**src/rtl/regfile_wb_pkg.sv**
```systemverilog
// ============================================================================
// Module  : regfile_wb_pkg
// Brief   : Shared types and widths for the register-file writeback arbiter.
// Rev     : 1.0 - initial release
// ============================================================================
`default_nettype none

package regfile_wb_pkg;

    localparam int XLEN = 64;
    localparam int AW   = 5;

    typedef enum logic {
        SRC_ALU = 1'b0,
        SRC_MEM = 1'b1
    } src_e;

    typedef struct packed {
        logic [AW-1:0]   rd;
        logic [XLEN-1:0] data;
    } wb_req_t;

endpackage

`default_nettype wire

```
**src/rtl/regfile_wb_arbiter_fifo.sv**
```systemverilog
// ============================================================================
// Module  : wb_fifo
// Brief   : Synchronous writeback-request FIFO, full/empty derived from count.
// Rev     : 1.0 - initial release
// ============================================================================
`default_nettype none

module wb_fifo
    import regfile_wb_pkg::*;
#(
    parameter int DEPTH = 2
) (
    input  logic    clk,
    input  logic    reset,
    input  logic    i_push,
    input  wb_req_t i_data,
    input  logic    i_pop,
    output wb_req_t o_head,
    output logic    o_empty,
    output logic    o_full
);

    localparam int                 c_PTR_W = (DEPTH > 1) ? $clog2(DEPTH) : 1;
    localparam int                 c_CNT_W = $clog2(DEPTH + 1);
    localparam logic [c_PTR_W-1:0] c_PTR_ONE = c_PTR_W'(1);
    localparam logic [c_CNT_W-1:0] c_CNT_ONE = c_CNT_W'(1);
    localparam logic [c_CNT_W-1:0] c_CNT_FULL = c_CNT_W'(DEPTH);

    wb_req_t              r_mem [DEPTH];
    logic [c_PTR_W-1:0]   r_wr_ptr;
    logic [c_PTR_W-1:0]   r_rd_ptr;
    logic [c_CNT_W-1:0]   r_count;
    logic                 w_do_push;
    logic                 w_do_pop;

    assign o_empty   = (r_count == '0);
    assign o_full    = (r_count == c_CNT_FULL);
    assign w_do_push = i_push && !o_full;
    assign w_do_pop  = i_pop && !o_empty;
    assign o_head    = r_mem[r_rd_ptr];

    // DEPTH is a power of two, so the pointers wrap on natural overflow.
    always_ff @(posedge clk) begin
        if (reset) begin
            r_wr_ptr <= '0;
            r_rd_ptr <= '0;
            r_count  <= '0;
        end else begin
            if (w_do_push) begin
                r_mem[r_wr_ptr] <= i_data;
                r_wr_ptr        <= r_wr_ptr + c_PTR_ONE;
            end
            if (w_do_pop) begin
                r_rd_ptr <= r_rd_ptr + c_PTR_ONE;
            end
            if (w_do_push && !w_do_pop) begin
                r_count <= r_count + c_CNT_ONE;
            end else if (w_do_pop && !w_do_push) begin
                r_count <= r_count - c_CNT_ONE;
            end
        end
    end

endmodule

`default_nettype wire

```
**src/rtl/regfile_wb_arbiter.sv**
```systemverilog
// ============================================================================
// Module  : regfile_wb_arbiter
// Brief   : Round-robin arbiter sharing the RF write port between ALU and load
//           writebacks. Define WB_ARB_MEM_PRIORITY_EN for fixed MEM priority.
// Rev     : 1.0 - initial release
// ============================================================================
`default_nettype none

module regfile_wb_arbiter
    import regfile_wb_pkg::*;
#(
    parameter int DEPTH = 2
) (
    input  logic            clk,
    input  logic            reset,
    input  logic            alu_valid,
    output logic            alu_ready,
    input  logic [AW-1:0]   alu_rd,
    input  logic [XLEN-1:0] alu_data,
    input  logic            mem_valid,
    output logic            mem_ready,
    input  logic [AW-1:0]   mem_rd,
    input  logic [XLEN-1:0] mem_data,
    output logic            rf_we,
    output logic [AW-1:0]   rf_rd,
    output logic [XLEN-1:0] rf_wdata,
    output logic            rf_src,
    output logic            busy
);

    wb_req_t         w_alu_in;
    wb_req_t         w_mem_in;
    wb_req_t         w_alu_head;
    wb_req_t         w_mem_head;
    wb_req_t         w_sel;
    src_e            w_sel_src;
    logic            w_alu_empty;
    logic            w_alu_full;
    logic            w_mem_empty;
    logic            w_mem_full;
    logic            w_alu_push;
    logic            w_mem_push;
    logic            w_grant_alu;
    logic            w_grant_mem;
    logic            w_grant;

    logic            r_we;
    logic [AW-1:0]   r_rd;
    logic [XLEN-1:0] r_wdata;
    src_e            r_src;

    assign alu_ready  = !w_alu_full;
    assign mem_ready  = !w_mem_full;
    assign w_alu_push = alu_valid && alu_ready;
    assign w_mem_push = mem_valid && mem_ready;
    assign w_alu_in   = '{rd: alu_rd, data: alu_data};
    assign w_mem_in   = '{rd: mem_rd, data: mem_data};

    wb_fifo #(.DEPTH(DEPTH)) u_alu_fifo (
        .clk     (clk),
        .reset   (reset),
        .i_push  (w_alu_push),
        .i_data  (w_alu_in),
        .i_pop   (w_grant_alu),
        .o_head  (w_alu_head),
        .o_empty (w_alu_empty),
        .o_full  (w_alu_full)
    );

    wb_fifo #(.DEPTH(DEPTH)) u_mem_fifo (
        .clk     (clk),
        .reset   (reset),
        .i_push  (w_mem_push),
        .i_data  (w_mem_in),
        .i_pop   (w_grant_mem),
        .o_head  (w_mem_head),
        .o_empty (w_mem_empty),
        .o_full  (w_mem_full)
    );

`ifdef WB_ARB_MEM_PRIORITY_EN
    assign w_grant_mem = !w_mem_empty;
    assign w_grant_alu = !w_alu_empty && w_mem_empty;
`else
    src_e r_rr;

    // On a tie the source opposite the last grant wins; reset favours ALU first.
    assign w_grant_alu = !w_alu_empty && (w_mem_empty || (r_rr == SRC_MEM));
    assign w_grant_mem = !w_mem_empty && (w_alu_empty || (r_rr == SRC_ALU));

    always_ff @(posedge clk) begin
        if (reset) begin
            r_rr <= SRC_MEM;
        end else if (w_grant_alu) begin
            r_rr <= SRC_ALU;
        end else if (w_grant_mem) begin
            r_rr <= SRC_MEM;
        end
    end
`endif

    assign w_grant   = w_grant_alu || w_grant_mem;
    assign w_sel     = w_grant_mem ? w_mem_head : w_alu_head;
    assign w_sel_src = w_grant_mem ? SRC_MEM : SRC_ALU;

    // An x0 head is still consumed and loaded, but never raises RegWrite.
    always_ff @(posedge clk) begin
        if (reset) begin
            r_we    <= 1'b0;
            r_rd    <= '0;
            r_wdata <= '0;
            r_src   <= SRC_ALU;
        end else if (w_grant) begin
            r_we    <= (w_sel.rd != '0);
            r_rd    <= w_sel.rd;
            r_wdata <= w_sel.data;
            r_src   <= w_sel_src;
        end else begin
            r_we    <= 1'b0;
        end
    end

    assign rf_we    = r_we;
    assign rf_rd    = r_rd;
    assign rf_wdata = r_wdata;
    assign rf_src   = r_src;
    assign busy     = !w_alu_empty || !w_mem_empty || r_we;

endmodule

`default_nettype wire

```
**config.mk**
```make
export PLATFORM = sky130hd
export DESIGN_NAME = regfile_wb_arbiter
export DESIGN_NICKNAME = d
export VERILOG_FILES = /design/src/rtl/regfile_wb_pkg.sv /design/src/rtl/regfile_wb_arbiter_fifo.sv /design/src/rtl/regfile_wb_arbiter.sv
export SDC_FILE = /design/constraint.sdc
export NUM_CORES = 1
export LEC_CHECK = 0
export BUFFER_PORTS_ARGS = -buffer_cell sky130_fd_sc_hd__buf_4
export CAP_MARGIN = 20
export CORE_MARGIN = 4
export CORE_UTILIZATION = 45
export CTS_CLUSTER_DIAMETER = 150
export DETAILED_ROUTE_END_ITERATION = 8
export PLACE_DENSITY = 0.66
export SYNTH_ARGS = -nofsm -noshare
export SYNTH_HDL_FRONTEND = slang
export SYNTH_SLANG_ARGS = --single-unit
export TNS_END_PERCENT = 5
```
**constraint.sdc**
```tcl
create_clock -name clk -period 19 [get_ports clk]
set_input_delay 0.95 -clock clk [delete_from_list [all_inputs] [get_ports clk]]
set_output_delay 0.95 -clock clk [all_outputs]
set_load 0.005 [all_outputs]
```
==> results of run 1 <==
[logic make-up after synthesis]
family          after synthesis
simple gates                131
buf+inv                      64
mux                         119
flops                       358
fa+ha+maj                     2
compound gates              146
xor+xnor                      8
[final cells by class]
cell class	count	area, sq um	area share [%]
timing repair buffer	228	1730	10.4
sequential	358	9940	59.8
multi-input combinational	406	3160	19.0
tap	384	480	2.89
clock inverter	10	209	1.26
clock buffer	58	1090	6.54
inverter	5	18.8	0.113
[worst reg2reg max path, cell delays in order (launching register included)]
cell and delay, ps:
dfxtp_1 410, nor2_4 660, buf_4 500, nand2_1 480
nor2_4 750, buf_4 480, o2bb2ai_1 210
[worst paths after layout]
path | start | endpoint | slack [ps] | cells after the start
worst max-delay path | u_mem_fifo.r_count[0] | rf_wdata[55] | 15430 | 6
worst min-delay path | rf_wdata[11] | rf_wdata[11] | 470 | 1
worst max register to register | u_mem_fifo.r_count[0] | rf_wdata[55] | 15430 | 6
worst min register to register | rf_wdata[11] | rf_wdata[11] | 470 | 1
[through the flow]
stage	power, mW	worst slack (ps)	instances
floorplan	1.43	12030	828
global placement	1.64	15490	1380
detailed placement	1.65	15400	1380
CTS	2.42	15360	1448
global route	2.51	15230	1449
finish	2.39	15430	1449
[flip-flops by register name (all words and copies together) (netlist names), 2 cells and up, named ones only]
| signal | cells |
|---|---|
| u_mem_fifo.r_mem | 138 |
| rf_wdata | 64 |
| rf_rd | 5 |
| u_mem_fifo.r_count | 2 |
| u_alu_fifo.r_mem | 138 |
| u_alu_fifo.r_count | 2 |
[cell usage in the layout, fill, tap and decap left out, types with 2 or more instances in the layout]
cell          n
o22ai_1      56
clkinvlp_4    2
clkbuf_1     15
bufinv_16     6
nor2_4        4
nor2_1       77
nand2b_1      3
a2111oi_0    11
clkbuf_16    39
nor4_1       10
dfxtp_4       2
a2111oi_1     2
nor2b_1      19
o2bb2ai_1    56
inv_1         4
nor3_2        2
a211oi_1      9
xnor2_1       2
nor3b_2       2
mux2_2       57
dfxtp_1      80
nand2_1       4
edfxtp_1    276
clkbuf_8      4
a21oi_1       3
nor3_1        5
xor2_1        6
ha_1          2
buf_4       227
o21ai_0       2
or3_1         2
mux2i_1      62
[layer usage]
metal	share of wire [%]	up-vias	GRT usage [%]
li1	-	3639	-
met1	44	3828	24.0
met2	48	225	29.8
met3	5.6	51	3.73
met4	2.0	4	4.93
met5	0.13	-	0
[power breakdown]
group | switching (mW) | internal (mW) | total, mW
Clock | 0.283 | 0.476 | 0.759
Combinational | 0.324 | 0.263 | 0.587
Sequential | 0.0790 | 0.966 | 1.04
Total | 0.686 | 1.71 | 2.39
==> reports/qor.txt, run 1 <==
outcome -> finished, final reports clean
worst vdd ir -> 0.0588 mV
Cell Area, Synth -> 13400 sq um
Synth async-reset ratio -> 0%
YS warnings -> 0
Critical path buffers and inverters -> 2
Critical Path RT -> 19420 ps
combinational family with the most area after synthesis -> multiplexers
CTS tree -> built
Buffers on Ports -> 215
DP HPWL -> 18400 um
io pins -> 216
Crit path max-delay family -> simple AND/OR/NAND/NOR gates
relative slew slack -> 27.5%
WL final -> 30100 um
Crit Path Max Fanout -> 31
CP Data Arrival Time -> 3990 ps
top post-synthesis cells by area -> edfxtp_1, dfxtp_1, mux2_2, mux2i_1, o2bb2ai_1
Die ar. -> 32500 sq um
post-synthesis mux area share -> 9.44%
post-synthesis adder-cell area fraction -> 0.187%
RSZ-0062 raised after global routing -> false
htree depth -> 2
Syn Area/Cell -> 16.1 sq um
# setup viols final -> 0
latest clock arrival within the worst-skew pair -> 510 ps
slowest stage cell on the critical path -> nor2_4
DRC -> 0
Synth Area in Simple Gates -> 4.74%
Yosys cell types -> 40
final hold slack -> 467 ps
Design Area, Final -> 16600 sq um
crit end category -> flip-flop
Yosys top cell area share -> 62.0%
Worst setup SP type -> flip-flop
Leak -> 5.88 nW
post-cts sizing count -> 0
max-cap violations -> 0
Area growth syn-to-layout -> 24.4%
CTS Sinks -> 358
share of cells above drive strength 1 -> 33.2%
XOR/XNOR share of the synthesized area -> 0.524%
Util after Layout -> 57.3%
Pwr Density -> 144 nW/um^2
worst path cell trace -> nor2_4, buf_4, nand2_1, nor2_4, buf_4, o2bb2ai_1
Mapped Cells -> 828
number of flops mapped to enable cells by yosys -> 276
CTS max path bufs -> 3
Placed Area -> 15300 sq um
Vias/cell -> 5.35
Max Slew Vio Count -> 0
Mapped Nets -> 972
Rows -> 62
die width -> 180 um
critical path's largest stage delay -> 750 ps
filler instances -> 2333
Reg clk slew, reported paths -> 60 ps
Final GP Congestion -> 0.744
starting density of the core -> 46.1%
Top FF cell, synth -> edfxtp_1
DRT antenna net count -> 0
hold_buf cts -> 0
HP Class -> reg -> reg
DR WL/cell -> 20.8 um
CTS root buffer -> clkbuf_16
#FFs+latches synth -> 358
Hold Vio Cnt, Final -> 0
fin nets -> 1180
Seq/Total Area, Yosys -> 74.3%
setup TNS -> 0 ps
Setup Skew -> 15.1 ps
largest net degree at the start of global routing -> 88
Tot GR Track Use -> 17.9%
Die Ht -> 180 um
cell taking the most area after synthesis -> edfxtp_1
vias in the first global route -> 8103
Synth top cells by count -> edfxtp_1, dfxtp_1, nor2_1, mux2i_1, mux2_2
antenna violations before repair -> 2
Antenna diodes -> 0
Starting DRT DRC Count -> 452
fin crit period -> 3570 ps
wire length of the first global-routing pass -> 46200 um
Synth Area in Compound Gates -> 8.47%
Setup CP Type -> reg -> reg
Congestion Overflow GR -> 0
Fmax -> 280 MHz
Core Footprint -> 29000 sq um
Post-CTS Setup Bufs -> 0
most frequent cell after synthesis -> edfxtp_1
via count -> 7747
measured slew at the worst slew-check pin -> 1090 ps
total CTS buffers -> 37
Period Utilization, post-route -> 18.8%
1st-pass router iterations -> 4
No activity file was read; power rests on OpenSTA's default activity.
==> inputs of run 2 (changes only) <==
Clock period 19 ns to 3.5 ns, I/O delays scaled along.
==> run 2 against run 1 <==
Power increased to 5.5 times the previous value. Clock power increased to 5.3 times the previous value. Flip-flop and latch count unchanged. Final cell count increased by 10%. Count of clock-buffer cells in the layout decreased by 4. Worst hold slack got worse by 380 ps. Critical path depth decreased by 1. Critical endpoint is now rf_rd[2]. Largest cell class unchanged.
==> reports/qor.txt, run 2 (synthesis gave the netlist of run 1 again) <==
HP Class -> in -> reg (was reg -> reg)
Max Slew Vio Count -> 0 (unchanged)
DRC -> 0 (unchanged)
die width -> 180 um (unchanged)
DR WL/cell -> 20.0 um (was 20.8 um)
Pwr Density -> 724 nW/um^2 (was 144 nW/um^2)
most frequent cells in the layout -> edfxtp_1, buf_4, dlygate4sd3_1 (was edfxtp_1, buf_4, dfxtp_1)
latest clock arrival within the worst-skew pair -> 510 ps (about the same)
relative slew slack -> 36.5% (was 27.5%)
cell total after placement -> 1384 (was 1380)
slowest stage cell on the critical path -> buf_4 (was nor2_4)
reg2reg path depth -> 5 (was 6)
Congestion Overflow GR -> 0 (unchanged)
hold_buf cts -> 138 (was 0)
Hold Crit Endpoint -> u_mem_fifo.r_wr_ptr (was rf_wdata[11])
wire length of the first global-routing pass -> 49400 um (was 46200 um)
measured slew at the worst slew-check pin -> 953 ps (was 1090 ps)
Worst R2R Start -> u_mem_fifo.r_count[0] (unchanged)
non-filler instance count after layout -> 1594 (was 1449)
htree depth -> 2 (unchanged)
share of cells above drive strength 1 -> 29.5% (was 33.2%)
total CTS buffers -> 39 (was 37)
Setup Skew -> 12.0 ps (was 15.1 ps)
worst r2r dst -> rf_rd[2] (was rf_wdata[55])
fin crit period -> 2240 ps (was 3570 ps)
RSZ-0062 raised after global routing -> false (unchanged)
Die Ht -> 180 um (unchanged)
WL final -> 31900 um (was 30100 um)
via count -> 8293 (was 7747)
DP HPWL -> 18000 um (was 18400 um)
outcome -> finished, final reports clean (unchanged)
most used cell, CP -> nor2_4
Core Footprint -> 29000 sq um (unchanged)
post-cts sizing count -> 0 (unchanged)
crit end category -> flip-flop (unchanged)
Tot GR Track Use -> 19.2% (was 17.9%)
io pins -> 216 (unchanged)
Starting DRT DRC Count -> 546 (was 452)
max-cap violations -> 0 (unchanged)
Rows -> 62 (unchanged)
CTS root buffer -> clkbuf_16 (unchanged)
Vias/cell -> 5.20 (was 5.35)
worst path cell trace -> nor2_4, nor2_4, buf_4, a2111oi_0, a2111oi_2 (was nor2_4, buf_4, nand2_1, nor2_4, buf_4, o2bb2ai_1)
final hold slack -> 91.1 ps (was 467 ps)
vias in the first global route -> 8747 (was 8103)
Leak -> 6.48 nW (was 5.88 nW)
Setup CP Type -> reg -> reg (unchanged)
hold_sp -> reset (was rf_wdata[11])
Post-CTS Setup Bufs -> 0 (unchanged)
Critical Path RT -> 3910 ps (was 19420 ps)
Placed Area -> 15400 sq um (was 15300 sq um)
antenna violations before repair -> 3 (was 2)
Period Utilization, post-route -> 64.1% (was 18.8%)
DRT antenna net count -> 0 (unchanged)
largest net degree at the start of global routing -> 74 (was 88)
Buffers on Ports -> 215 (unchanged)
Reg clk slew, reported paths -> 60 ps (about the same)
worst vdd ir -> 0.510 mV (was 0.0588 mV)
Final GP Congestion -> 0.722 (was 0.744)
Hold Crit Depth -> 2 (was 1)
Crit Path Max Fanout -> 73 (was 31)
Die ar. -> 32500 sq um (unchanged)
starting density of the core -> 46.1% (unchanged)
Area growth syn-to-layout -> 34.9% (was 24.4%)
Reg2Reg Setup Slack -> 1260 ps (was 15430 ps)
Worst setup SP type -> flip-flop (unchanged)
CTS tree -> built (unchanged)
# setup viols final -> 0 (unchanged)
CTS max path bufs -> 3 (unchanged)
fin nets -> 1323 (was 1180)
commonest non-fill, non-tap cell in the layout -> edfxtp_1 (unchanged)
CTS Sinks -> 358 (unchanged)
critical path's largest stage delay -> 750 ps (about the same)
1st-pass router iterations -> 5 (was 4)
Design Area, Final -> 18000 sq um (was 16600 sq um)
Fmax -> 446 MHz (was 280 MHz)
Hold Vio Cnt, Final -> 0 (unchanged)
CP Data Arrival Time -> 2650 ps (was 3990 ps)
[run 2: changes by cell type in the layout (fill, tap and decap cells not counted), sizes merged]
cell	change
diode	+2
clkbuf	-4
dlygate4sd3	+138
buf	+3
bufinv	-2
clkinvlp	-2
clkinv	+10
[run 2: worst max-delay path by stage]
stage | cells past startpoint | from | endpoint | slack, ps
after floorplan | 4 | u_mem_fifo.r_count[0] | u_mem_fifo.r_mem[0][0] | -460
after global placement | 5 | u_mem_fifo.r_count[0] | rf_rd[2] | 1370
after detailed placement | 5 | u_mem_fifo.r_count[0] | rf_rd[2] | 1330
after CTS | 5 | u_mem_fifo.r_count[0] | rf_rd[2] | 1300
after global routing | 5 | u_mem_fifo.r_count[0] | rf_rd[0] | 1110
final | 5 | u_mem_fifo.r_count[0] | rf_rd[2] | 1260
[run 2: power by group]
group          switching, mW  internal [mW]
combinational           1.81           1.53
sequential             0.452           5.24
clock                   1.56           2.46
[run 2: routing by layer]
metal	vias to the layer above	GRT usage [%]	share of wire (%)
met2	228	33.0	49
met3	51	3.25	4.6
met4	2	5.84	2.4
met1	4082	25.1	43
met5	-	0	0.041
li1	3930	-	-
[run 2: worst max-delay path: cells and delay by family, from the launching register on]
family                 cells  cell delay (ps)
buffers and inverters      1              750
AO/OA/AOI/OAI              2              610
flip-flops                 1              550
AND/OR/NAND/NOR            2              210
[run 2: cell type report]
cell class,count,area [sq um]
flip-flops and latches,358,9940
inverters,5,18.8
multi-input cells,406,3190
fillers,2151,11000
repair buffers,369,3140
clock inverters,16,180
clock buffers,54,1080
well taps,384,480
diodes,2,5.00
[run 2: per-stage QoR]
stage          worst slack (ps)  util [%]  setup TNS (ps)  total power, mW
6_report                   1260      62.2               0             13.1
5_1_grt                    1110      62.2               0             13.7
4_1_cts                    1300      62.1               0             13.2
3_5_place_dp               1330      53.0               0             8.99
3_3_place_gp               1370      53.0               0             8.93
2_1_floorplan              -459         -          -89500             7.75
==> inputs of run 3 (changes only) <==
Settings changed: PLACE_DENSITY 0.66 to 0.68.
Clock period 3.5 ns to 1.9 ns, I/O delays scaled along.
==> run 3 against run 2 <==
Non-clock buffer count increased by 21. Cell area increased by 1.4%. Utilization grew 0.90 points. Highest routed layer unchanged. Routed wire length rose by 1.6%. Largest cell class unchanged.
==> reports/qor.txt, run 3 (synthesis gave the netlist of run 1 again) <==
Rows -> 62 (unchanged)
vias in the first global route -> 9073 (was 8747)
FF+latch area -> 9940 sq um (about the same)
DRT antenna net count -> 0 (unchanged)
total CTS buffers -> 38 (was 39)
Area growth syn-to-layout -> 36.9% (was 34.9%)
DP HPWL -> 19500 um (was 18000 um)
Period Utilization, post-route -> 94.8%
Max Slew Vio Count -> 0 (unchanged)
antenna violations before repair -> 3 (unchanged)
io pins -> 216 (unchanged)
slowest stage cell on the critical path -> dfxtp_1 (was buf_4)
non-filler instance count after layout -> 1614 (was 1594)
htree depth -> 2 (unchanged)
Core Footprint -> 29000 sq um (unchanged)
Crit Path Max Fanout -> 4 (was 73)
Critical path buffers and inverters -> 3 (was 1)
Critical Path RT -> 1800 ps (was 3910 ps)
DR WL/cell -> 20.1 um (was 20.0 um)
starting density of the core -> 46.1% (unchanged)
Fmax -> 555 MHz
commonest non-fill, non-tap cell in the layout -> edfxtp_1 (unchanged)
DRC -> 0 (unchanged)
most frequent cells in the layout -> edfxtp_1, buf_4, dlygate4sd3_1 (unchanged)
WL final -> 32400 um (was 31900 um)
die width -> 180 um (unchanged)
CTS tree -> built (unchanged)
critical path's largest stage delay -> 370 ps (was 750 ps)
1st-pass router iterations -> 4 (was 5)
CTS max path bufs -> 3 (unchanged)
# setup viols final -> 0 (unchanged)
relative slew slack -> 62.0% (was 36.5%)
CP Data Arrival Time -> 1710 ps (was 2650 ps)
wire length of the first global-routing pass -> 50400 um (was 49400 um)
fin nets -> 1343 (was 1323)
fin crit period -> 1800 ps
Tot GR Track Use -> 19.5% (was 19.2%)
CP startpoint -> u_mem_fifo.r_count[1] (was u_mem_fifo.r_count[0])
Worst R2R Start -> u_mem_fifo.r_count[0] (unchanged)
CTS Sinks -> 358 (unchanged)
Multi-input gate area -> 3220 sq um (was 3190 sq um)
Setup Skew -> 14.8 ps (was 12.0 ps)
Reg clk slew, reported paths -> 60 ps (about the same)
Congestion Overflow GR -> 0 (unchanged)
worst slack, placed -> 144 ps (was 1330 ps)
worst vdd ir -> 0.882 mV (was 0.510 mV)
outcome -> finished, final reports clean (unchanged)
Worst setup SP type -> flip-flop (unchanged)
Final GP Congestion -> 0.776 (was 0.722)
via count -> 8481 (was 8293)
Crit path max-delay family -> buffers and inverters (unchanged)
Pwr Density -> 1320 nW/um^2 (was 724 nW/um^2)
Die Ht -> 180 um (unchanged)
Die ar. -> 32500 sq um (unchanged)
hold_sp -> reset (unchanged)
crit end category -> output port (was flip-flop)
Hold Vio Cnt, Final -> 0 (unchanged)
max-cap violations -> 0 (unchanged)
largest net degree at the start of global routing -> 59 (was 74)
latest clock arrival within the worst-skew pair -> 520 ps (was 510 ps)
worst path cell trace -> buf_4, nor4_4, buf_6, nand2b_1, buf_4 (was nor2_4, nor2_4, buf_4, a2111oi_0, a2111oi_2)
Starting DRT DRC Count -> 491 (was 546)
Buffers on Ports -> 215 (unchanged)
measured slew at the worst slew-check pin -> 571 ps (was 953 ps)
HP Class -> in -> reg (unchanged)
Leak -> 6.59 nW (was 6.48 nW)
final hold slack -> 17.8 ps (was 91.1 ps)
Setup CP Type -> reg -> out (was reg -> reg)
Vias/cell -> 5.25 (was 5.20)
post-route setup slack -> 99.2 ps (was 1260 ps)
Design Power -> 24.1 mW (was 13.1 mW)
filler instances -> 2136 (was 2151)
most used cell, CP -> buf_4 (was nor2_4)
share of cells above drive strength 1 -> 30.9% (was 29.5%)
cell total after placement -> 1400 (was 1384)
CTS root buffer -> clkbuf_16 (unchanged)
==> run 3: worst paths after layout <==
path / end / slack [ps] / cells past startpoint
max: busy / 100 / 5
min: u_mem_fifo.r_wr_ptr / 20 / 2
max reg2reg: u_alu_fifo.r_count[1] / 120 / 6
min reg2reg: rf_wdata[37] / 470 / 1
==> run 3: cell type report <==
type	count	share of cell area, %
Inverter	5	0.103
Multi-Input combinational cell	406	17.6
Clock buffer	52	5.82
Clock inverter	17	0.616
Antenna cell	2	0.0274
Tap cell	384	2.63
Timing Repair Buffer	390	18.9
Sequential cell	358	54.3
==> run 3: repair_timing <==
item / in CTS / in global routing
hold buffers: 140 / 0
setup buffers: 1 / 2
resized for setup: 1 / 0
endpoints found under the hold margin: 278 / 0
endpoints found under the setup margin: 1 / 1
pin swaps: 1 / 0
==> run 3: power by group <==
part	leakage, nW	internal [mW]	switching, mW
clock	0.571	4.06	2.88
combinational	2.81	3.26	3.61
sequential	3.21	9.65	0.690
total	6.59	17.0	7.18
==> run 3: through the flow <==
step	cell area [sq um]	util, %	TNS (ps)
2_1_floorplan	13500	-	-247980
3_3_place_gp	15700	54.1	0
3_5_place_dp	15700	54.1	0
4_1_cts	18300	63.0	0
5_1_grt	18300	63.0	-3.81
6_report	18300	63.0	0
==> run 3: routing by layer <==
layer | up-vias | global-route usage (%) | share of wire (%)
li1 | 3972 | - | -
met1 | 4187 | 25.4 | 42
met2 | 256 | 33.2 | 50
met3 | 64 | 3.35 | 5.3
met4 | 2 | 6.68 | 2.6
met5 | - | 0 | 0.037
